==> src/rtl/wishbone_master_xactor.sv <==
// Wishbone B4 pipelined master: queues bus requests and issues them under a credit limit.
// Each acknowledged transfer returns one response word, in order.
module wishbone_master_xactor #(
  parameter int unsigned MAX_OUTSTANDING = 4,
  parameter int unsigned REQ_DEPTH       = 2
) (
  input  logic        CLK,
  input  logic        RST_N,
  input  logic        EN_server_request_put,
  input  logic [68:0] server_request_put,
  output logic        RDY_server_request_put,
  input  logic        EN_server_response_get,
  output logic [31:0] server_response_get,
  output logic        RDY_server_response_get,
  output logic        CYC_O,
  output logic        STB_O,
  output logic        WE_O,
  output logic [31:0] ADR_O,
  output logic [3:0]  SEL_O,
  output logic [31:0] DAT_O,
  input  logic        STALL_I,
  input  logic        ACK_I,
  input  logic [31:0] DAT_I
);

  localparam int unsigned CW  = $clog2(MAX_OUTSTANDING + 1);
  localparam int unsigned RQW = $clog2(REQ_DEPTH + 1);
  localparam int unsigned RQP = (REQ_DEPTH > 1) ? $clog2(REQ_DEPTH) : 1;
  localparam int unsigned RSP = (MAX_OUTSTANDING > 1) ? $clog2(MAX_OUTSTANDING) : 1;

  logic [68:0]    req_mem_q [REQ_DEPTH];
  logic [RQP-1:0] req_rd_q, req_rd_d, req_wr_q, req_wr_d;
  logic [RQW-1:0] req_cnt_q, req_cnt_d;
  logic [31:0]    resp_mem_q [MAX_OUTSTANDING];
  logic [RSP-1:0] resp_rd_q, resp_rd_d, resp_wr_q, resp_wr_d;
  logic [CW-1:0]  outstanding_q, outstanding_d;
  logic [CW-1:0]  resp_count_q, resp_count_d;

  logic        req_empty, req_full, credit_ok;
  logic        put, get, accept, ack_ok;
  logic [68:0] head;

  assign req_empty = (req_cnt_q == '0);
  assign req_full  = (req_cnt_q == RQW'(REQ_DEPTH));
  // Credit uses registered state only, so it cannot drop while a transfer is stalled.
  assign credit_ok = ({1'b0, outstanding_q} + {1'b0, resp_count_q}) < (CW+1)'(MAX_OUTSTANDING);

  assign head   = req_empty ? '0 : req_mem_q[req_rd_q];
  assign STB_O  = !req_empty && credit_ok;
  assign CYC_O  = STB_O || (outstanding_q != '0);
  assign WE_O   = head[68];
  assign SEL_O  = head[67:64];
  assign ADR_O  = head[63:32];
  assign DAT_O  = head[31:0];

  assign put    = EN_server_request_put && !req_full;
  assign get    = EN_server_response_get && (resp_count_q != '0);
  assign accept = STB_O && !STALL_I;
  assign ack_ok = ACK_I && (outstanding_q != '0);

  assign RDY_server_request_put  = !req_full;
  assign RDY_server_response_get = (resp_count_q != '0);
  assign server_response_get     = (resp_count_q != '0) ? resp_mem_q[resp_rd_q] : '0;

  always_comb begin
    req_cnt_d     = req_cnt_q;
    outstanding_d = outstanding_q;
    resp_count_d  = resp_count_q;
    req_rd_d      = req_rd_q;
    req_wr_d      = req_wr_q;
    resp_rd_d     = resp_rd_q;
    resp_wr_d     = resp_wr_q;

    if (put && !accept)      req_cnt_d = req_cnt_q + RQW'(1);
    else if (!put && accept) req_cnt_d = req_cnt_q - RQW'(1);

    if (accept && !ack_ok)      outstanding_d = outstanding_q + CW'(1);
    else if (!accept && ack_ok) outstanding_d = outstanding_q - CW'(1);

    if (ack_ok && !get)      resp_count_d = resp_count_q + CW'(1);
    else if (!ack_ok && get) resp_count_d = resp_count_q - CW'(1);

    if (put)    req_wr_d  = (req_wr_q == RQP'(REQ_DEPTH - 1)) ? '0 : req_wr_q + RQP'(1);
    if (accept) req_rd_d  = (req_rd_q == RQP'(REQ_DEPTH - 1)) ? '0 : req_rd_q + RQP'(1);
    if (ack_ok) resp_wr_d = (resp_wr_q == RSP'(MAX_OUTSTANDING - 1)) ? '0 : resp_wr_q + RSP'(1);
    if (get)    resp_rd_d = (resp_rd_q == RSP'(MAX_OUTSTANDING - 1)) ? '0 : resp_rd_q + RSP'(1);
  end

  always_ff @(posedge CLK or negedge RST_N) begin
    if (!RST_N) begin
      req_cnt_q     <= '0;
      req_rd_q      <= '0;
      req_wr_q      <= '0;
      resp_rd_q     <= '0;
      resp_wr_q     <= '0;
      outstanding_q <= '0;
      resp_count_q  <= '0;
    end else begin
      req_cnt_q     <= req_cnt_d;
      req_rd_q      <= req_rd_d;
      req_wr_q      <= req_wr_d;
      resp_rd_q     <= resp_rd_d;
      resp_wr_q     <= resp_wr_d;
      outstanding_q <= outstanding_d;
      resp_count_q  <= resp_count_d;
    end
  end

  // Storage needs no reset: every read is gated by the occupancy counters.
  always_ff @(posedge CLK) begin
    if (put)    req_mem_q[req_wr_q]   <= server_request_put;
    if (ack_ok) resp_mem_q[resp_wr_q] <= DAT_I;
  end

endmodule

==> config.mk <==
export PLATFORM = sky130hd
export DESIGN_NAME = wishbone_master_xactor
export DESIGN_NICKNAME = d
export VERILOG_FILES = /design/src/rtl/wishbone_master_xactor.sv
export SDC_FILE = /design/constraint.sdc
export NUM_CORES = 1
export LEC_CHECK = 0
export ABC_CLOCK_PERIOD_IN_PS = 5780
export BUFFER_PORTS_ARGS = -buffer_cell sky130_fd_sc_hd__buf_2
export CAP_MARGIN = 20
export CELL_PAD_IN_SITES_DETAIL_PLACEMENT = 0
export CELL_PAD_IN_SITES_GLOBAL_PLACEMENT = 2
export CORE_MARGIN = 2
export CORE_UTILIZATION = 40
export CTS_CLUSTER_DIAMETER = 100
export DETAILED_ROUTE_END_ITERATION = 16
export GPL_TIMING_DRIVEN = 0
export HOLD_SLACK_MARGIN = 0.02
export PLACE_DENSITY_LB_ADDON = 0.1
export SYNTH_ARGS = -nofsm -noshare
export SYNTH_HDL_FRONTEND = slang
export SYNTH_SLANG_ARGS = --single-unit
==> constraint.sdc <==
create_clock -name CLK -period 5.78 [get_ports CLK]
set_clock_uncertainty 0.15 [all_clocks]
set_input_delay 0.289 -clock CLK [delete_from_list [all_inputs] [get_ports CLK]]
set_output_delay 0.289 -clock CLK [all_outputs]
set_load 0.005 [all_outputs]
# Yosys cells after proc, flatten, opt, wreduce, memory -nomap -nowiden
# Memories as Yosys holds them, arrays and structs flattened.
# Index checks and enable logic that the tools add are counted.
[word_totals]
reg_bits = 14
latchBits = 0
ram_bits = 266
romBits = 0
out_inout_bits = 105
wordCells = 65
memories = 2
[classes]
add_sub_neg = 11
multipliers = 0
div = 0
order_cmp = 1
eq_ne = 3
shift = 0
n_mux = 16
n_bitwise = 0
reduce_logical = 25
[memory_table]
columns = ["memory", "depth", "width", "read_ports", "rd_clocked_by_memory_dff", "write_ports", "line_no", "rtl"]
rows = [
  ["req_mem_q", 2, 69, 1, 0, 1, "31", "logic [68:0] req_mem_q [REQ_DEPTH];"],
  ["resp_mem_q", 4, 32, 1, 0, 1, "34", "logic [31:0] resp_mem_q [MAX_OUTSTANDING];"],
]
[ops]
columns = ["cell", "count"]
rows = [
  ["69-bit two-way mux", 1],
  ["32-bit two-way mux", 1],
  ["3-bit two-way mux", 4],
  ["1-bit logical AND", 11],
  ["2-bit two-way mux", 4],
  ["1-bit logical NOT", 7],
  ["2-bit by 1-bit adder with 2-bit output, second input constant", 3],
  ["3-bit by 1-bit adder with 3-bit output, second input constant", 2],
  ["2-bit equality test, second input constant", 3],
  ["1-bit two-way mux", 6],
  ["2-bit nonzero test", 3],
  ["3-bit nonzero test", 2],
  ["3-bit by 1-bit subtractor with 3-bit output, second input constant", 2],
  ["3-bit by 3-bit adder with 4-bit output", 1],
  ["4-bit by 3-bit < comparator with 1-bit output, second input constant", 1],
  ["1-bit adder, second input constant", 2],
  ["2-bit logical NOT", 1],
  ["2-bit by 1-bit subtractor with 2-bit output, second input constant", 1],
  ["1-bit logical OR", 1],
]

# Longest topological paths before layout
[logic_depth]
depth_word = 8
ltp_mapped = 10
ltp_nobuf = 10

# Least setup slack after synthesis
# No wires, ideal clock.
[synth_path]
kind = "register to register"
start = "register req_cnt_q[0]"
end = "memory req_mem_q[0][0] (enable)"
setup_ns = 0.496
arrival_time_ns = 3.551
required_time_ns = 5.134
path_slack_ns = 1.583
stages_incl_launch_ff = 4
path_buffers = 0
synth_period_minus_slack_ns = 4.197
cell_sequence = "dfrtp_1 > nand2b_1 > nand2_1 > nor2_1"
[synth_via]
elab_chain_len = 5
[synth_rtl]
columns = ["element", "line_no", "rtl"]
rows = [
  ["start: declaration", "33", "logic [RQW-1:0] req_cnt_q, req_cnt_d;"],
  ["start signal: assignment", "99", "req_cnt_q <= req_cnt_d;"],
  ["2-bit equality test", "44", "assign req_full = (req_cnt_q == RQW'(REQ_DEPTH));"],
  ["1-bit logical NOT", "n/a", ""],
  ["via RDY_server_request_put", "11", "output logic RDY_server_request_put,"],
  ["1-bit logical AND", "56", "assign put = EN_server_request_put && !req_full;"],
  ["1-bit two-way mux", "111", "if (put) req_mem_q[req_wr_q] <= server_request_put;"],
  ["1-bit two-way mux (implied by the code)", "111", ""],
  ["end: declaration", "31", ""],
]
# The timed path passes the listed nets, and every way through them passes these cells.

# Worst setup path after layout
[layout_path]
start = "register req_cnt_q[0]"
end = "output port ADR_O[30]"
[layout_via]
elab_chain_len = 2
[layout_rtl]
columns = ["element", "line_no", "rtl"]
rows = [
  ["2-bit logical NOT", "43", "assign req_empty = (req_cnt_q == '0);"],
  ["69-bit two-way mux", "48", "assign head = req_empty ? '0 : req_mem_q[req_rd_q];"],
  ["end: declaration", "18", "output logic [31:0] ADR_O,"],
]
# No other way between the ends.

==> results.sh <==
export IMPL_outcome="complete, no violations"
export IMPL_fin_cells=1293
export IMPL_crit_buf_inv=3
export IMPL_dp_cells=1131
export IMPL_cts_inserted_buffers=31
export IMPL_cp_endpoint="ADR_O[30]"
export IMPL_fmax_mhz=371.0
export IMPL_grt_max_degree=67
export IMPL_hpwl_um=14940
export IMPL_slew_viol_final=0
export IMPL_ys_warn_count=0
export IMPL_dr_total_vias=6081
export IMPL_setup_viol=0
export IMPL_drt_iter0_drc=353
export IMPL_crit_slowest_cell="nor2_1"
export IMPL_relSlewSlack_pct=59.61
export IMPL_reg2reg_to="outstanding_q[2]"
export IMPL_path_depth=5
export IMPL_io_pin_count=212
export IMPL_antenna_cells=0
export IMPL_start_kind="flop"
export IMPL_cts_tree="done"
export IMPL_endpoint_kind="primary output"
export IMPL_clk_pin_slew_ns=0.06
export IMPL_crit_family="buffers and inverters"
export IMPL_grt_pass1_vias=6498
export IMPL_avgSynthCellArea_um2=19.06
export IMPL_grt_remaining_overflow=0
export IMPL_die_area_um2=28540
export IMPL_cts_resized=0
export IMPL_reg2reg_from="outstanding_q[2]"
export IMPL_tightest_slew_ns=0.6059
export IMPL_gp_congestion=0.7622
export IMPL_synthDistinctLibCells=26
export IMPL_ys_ff_latch=280
export IMPL_path_max_fanout=10
export IMPL_syn_to_final_growth_pct=34.56
export IMPL_initial_utilization_pct=40.60
export IMPL_num_rows=60
export IMPL_p_leak_nw=5.687
export IMPL_period_needed_ns=2.695
export IMPL_mostFrequentLayoutCells="edfxtp_1 (266), buf_2 (224), dlygate4sd3_1 (105), nor2_1 (75), mux2i_1 (69)"
export IMPL_clk_path_buf_depth=3
export IMPL_numPortBuffers=211
export IMPL_nets=1047
export IMPL_final_hold_viol_count=0
export IMPL_fp_dieH_um=168.9
export IMPL_final_core_util_pct=54.64
export IMPL_drive_above_1_share_pct=33.93
export IMPL_root_buffer="clkbuf_16"
export IMPL_critical_path_max_stage_delay_ns=0.44
export IMPL_crit_type="reg -> out"
export IMPL_min_path_type="in -> async"
export IMPL_worstSkewPairLatency_ns=0.54
export IMPL_pwr_density_cell_nw_per_um2=499.4
export IMPL_yosysSeqAreaShare_pct=76.62
export IMPL_r2r_setup_slack_ns=3.18
export IMPL_synth_cells=571
export IMPL_worstPathCellList="nor2_1 > buf_2 > buf_2 > nor2_1 > buf_2"
export IMPL_maxCapViolations=0
export IMPL_worstPathRequired_ns=5.34
export IMPL_htree_levels=1
export IMPL_core_area_um2=26800
export IMPL_wirelength_um=22430
export IMPL_drc_errors=0
export IMPL_cp_arrival_ns=2.26
export IMPL_crit_top_cell="buf_2"
export IMPL_via_per_inst=4.703
export IMPL_worstRegToRegCells=10
export IMPL_wl_per_cell_um=17.35
export IMPL_synth_nets=690
export IMPL_antenna_found_initial=0
export IMPL_cts_sinks=280
export IMPL_die_x_um=168.9
export IMPL_grt_usage_pct=15.64
export IMPL_ir_worst_vdd_v=0.0002558
export IMPL_final_antenna_net_count=0
export IMPL_drt_first_pass_iters=4
export IMPL_grt_first_pass_wirelength_um=34640
export IMPL_finalCritPeriodShare_pct=46.63
export IMPL_final_common_cell="edfxtp_1"
export IMPL_setup_worst_path_start="req_cnt_q[0]"
export IMPL_grt_setup_unrepaired="false"
export IMPL_netlist_area_um2=10880
-- sequential cells by signal, summed over array words and instances, names as in the netlist --
| name | count |
|---|---|
| req_wr_q | 1 |
| req_rd_q | 1 |
| req_cnt_q | 2 |
| resp_wr_q | 2 |
| req_mem_q | 138 |
| resp_count_q | 3 |
| resp_mem_q | 128 |
| outstanding_q | 3 |
| resp_rd_q | 2 |
-- worst register-to-register path: cells and delay by family (launching register included) --
family	cells	cell delay, ns
buf+inv	2	0.20
fa+ha+maj	3	0.88
flops	1	0.42
xor+xnor	2	0.32
simple gates	3	0.57
-- worst min-delay path by stage --
stage          cells past startpoint  startpoint          endpoint  slack, ns
2_1_floorplan                      0       RST_N  outstanding_q[0]      -0.16
3_3_place_gp                       1       RST_N   resp_count_q[0]       0.06
3_5_place_dp                       1       RST_N  outstanding_q[2]       0.06
4_1_cts                            2       RST_N      req_cnt_q[1]       0.03
5_1_grt                            2       RST_N  outstanding_q[2]       0.04
6_report                           2       RST_N  outstanding_q[2]       0.04
-- cell usage after synthesis --
| cell | instances | share of area [%] |
|---|---|---|
| edfxtp_1 | 266 | 73 |
| nor2_1 | 76 | 2.6 |
| mux2i_1 | 69 | 6.3 |
| and2_1 | 36 | 2.1 |
| mux4_2 | 28 | 5.8 |
| dfrtp_1 | 14 | 3.2 |
| buf_2 | 13 | 0.60 |
| clkbuf_1 | 11 | 0.38 |
| ha_1 | 10 | 1.1 |
| inv_1 | 7 | 0.24 |
| mux2_2 | 6 | 0.62 |
| xor2_1 | 6 | 0.48 |
| xnor2_1 | 5 | 0.40 |
| mux4_1 | 4 | 0.97 |
| nand2_1 | 4 | 0.14 |
| buf_12 | 3 | 0.55 |
| a31oi_1 | 2 | 0.11 |
| fa_1 | 2 | 0.37 |
| nor3_1 | 2 | 0.092 |
| and3_1 | 1 | 0.058 |
| buf_6 | 1 | 0.10 |
| nand2b_1 | 1 | 0.058 |
| nand3_1 | 1 | 0.046 |
| nor2b_1 | 1 | 0.058 |
| or2_2 | 1 | 0.058 |
| or3_1 | 1 | 0.058 |
-- area by class of cell --
cell class / instances / area (um^2)
Buffer: 28 / 177.7
Clock buffer: 36 / 794.5
Clock inverter: 21 / 232.7
Fill cell: 2180 / 12160
Inverter: 7 / 26.28
Multi-Input combinational cell: 256 / 2357
Sequential cell: 280 / 8338
Tap cell: 341 / 426.7
Timing Repair Buffer: 324 / 2290
-- power by group --
part | switching [mW] | total, mW | internal (mW)
logic | 1.28 | 2.48 | 1.20
registers | 0.135 | 2.87 | 2.74
clock network | 0.756 | 1.96 | 1.20
total | 2.17 | 7.31 | 5.14
-- through the flow --
stage / cell area (um^2) / TNS (ns) / total power, mW / setup slack [ns] / hold WS [ns]
2_1_floorplan: 10880 / 0 / 4.371 / 1.583 / -0.1566
3_3_place_gp: 12360 / -0.3108 / 5.298 / -0.007679 / 0.06010
5_1_grt: 14640 / 0 / 7.756 / 2.849 / 0.04300
4_1_cts: 14640 / 0 / 7.444 / 2.921 / 0.03337
3_5_place_dp: 12560 / 0 / 5.412 / 3.176 / 0.06424
6_report: 14640 / 0 / 7.313 / 3.085 / 0.03550
-- cells by family (layout without fill, tap and decap cells) --
logic type | after synthesis | in the layout | synth area share [%]
compound gates | 2 | 2 | 0.1150
fa+ha+maj | 12 | 12 | 1.518
mux | 107 | 107 | 13.73
xor+xnor | 11 | 11 | 0.8853
simple gates | 124 | 124 | 5.255
flops | 280 | 280 | 76.62
buf+inv | 35 | 416 | 1.874
-- routing by layer --
metal  global-route usage, %  up-vias  wire length (um)
li1                        -     2897                 -
met1                   17.84     2976              8869
met2                   28.44      166             11450
met3                   4.793       42              1650
met4                   4.273        0               459
met5                       0        -                 0
-- repair_timing --
item,CTS,global route
hold buffers,105,0
setup buffers,0,0
hold endpoints to repair,284,0
Power figures use the tool's default switching activity.
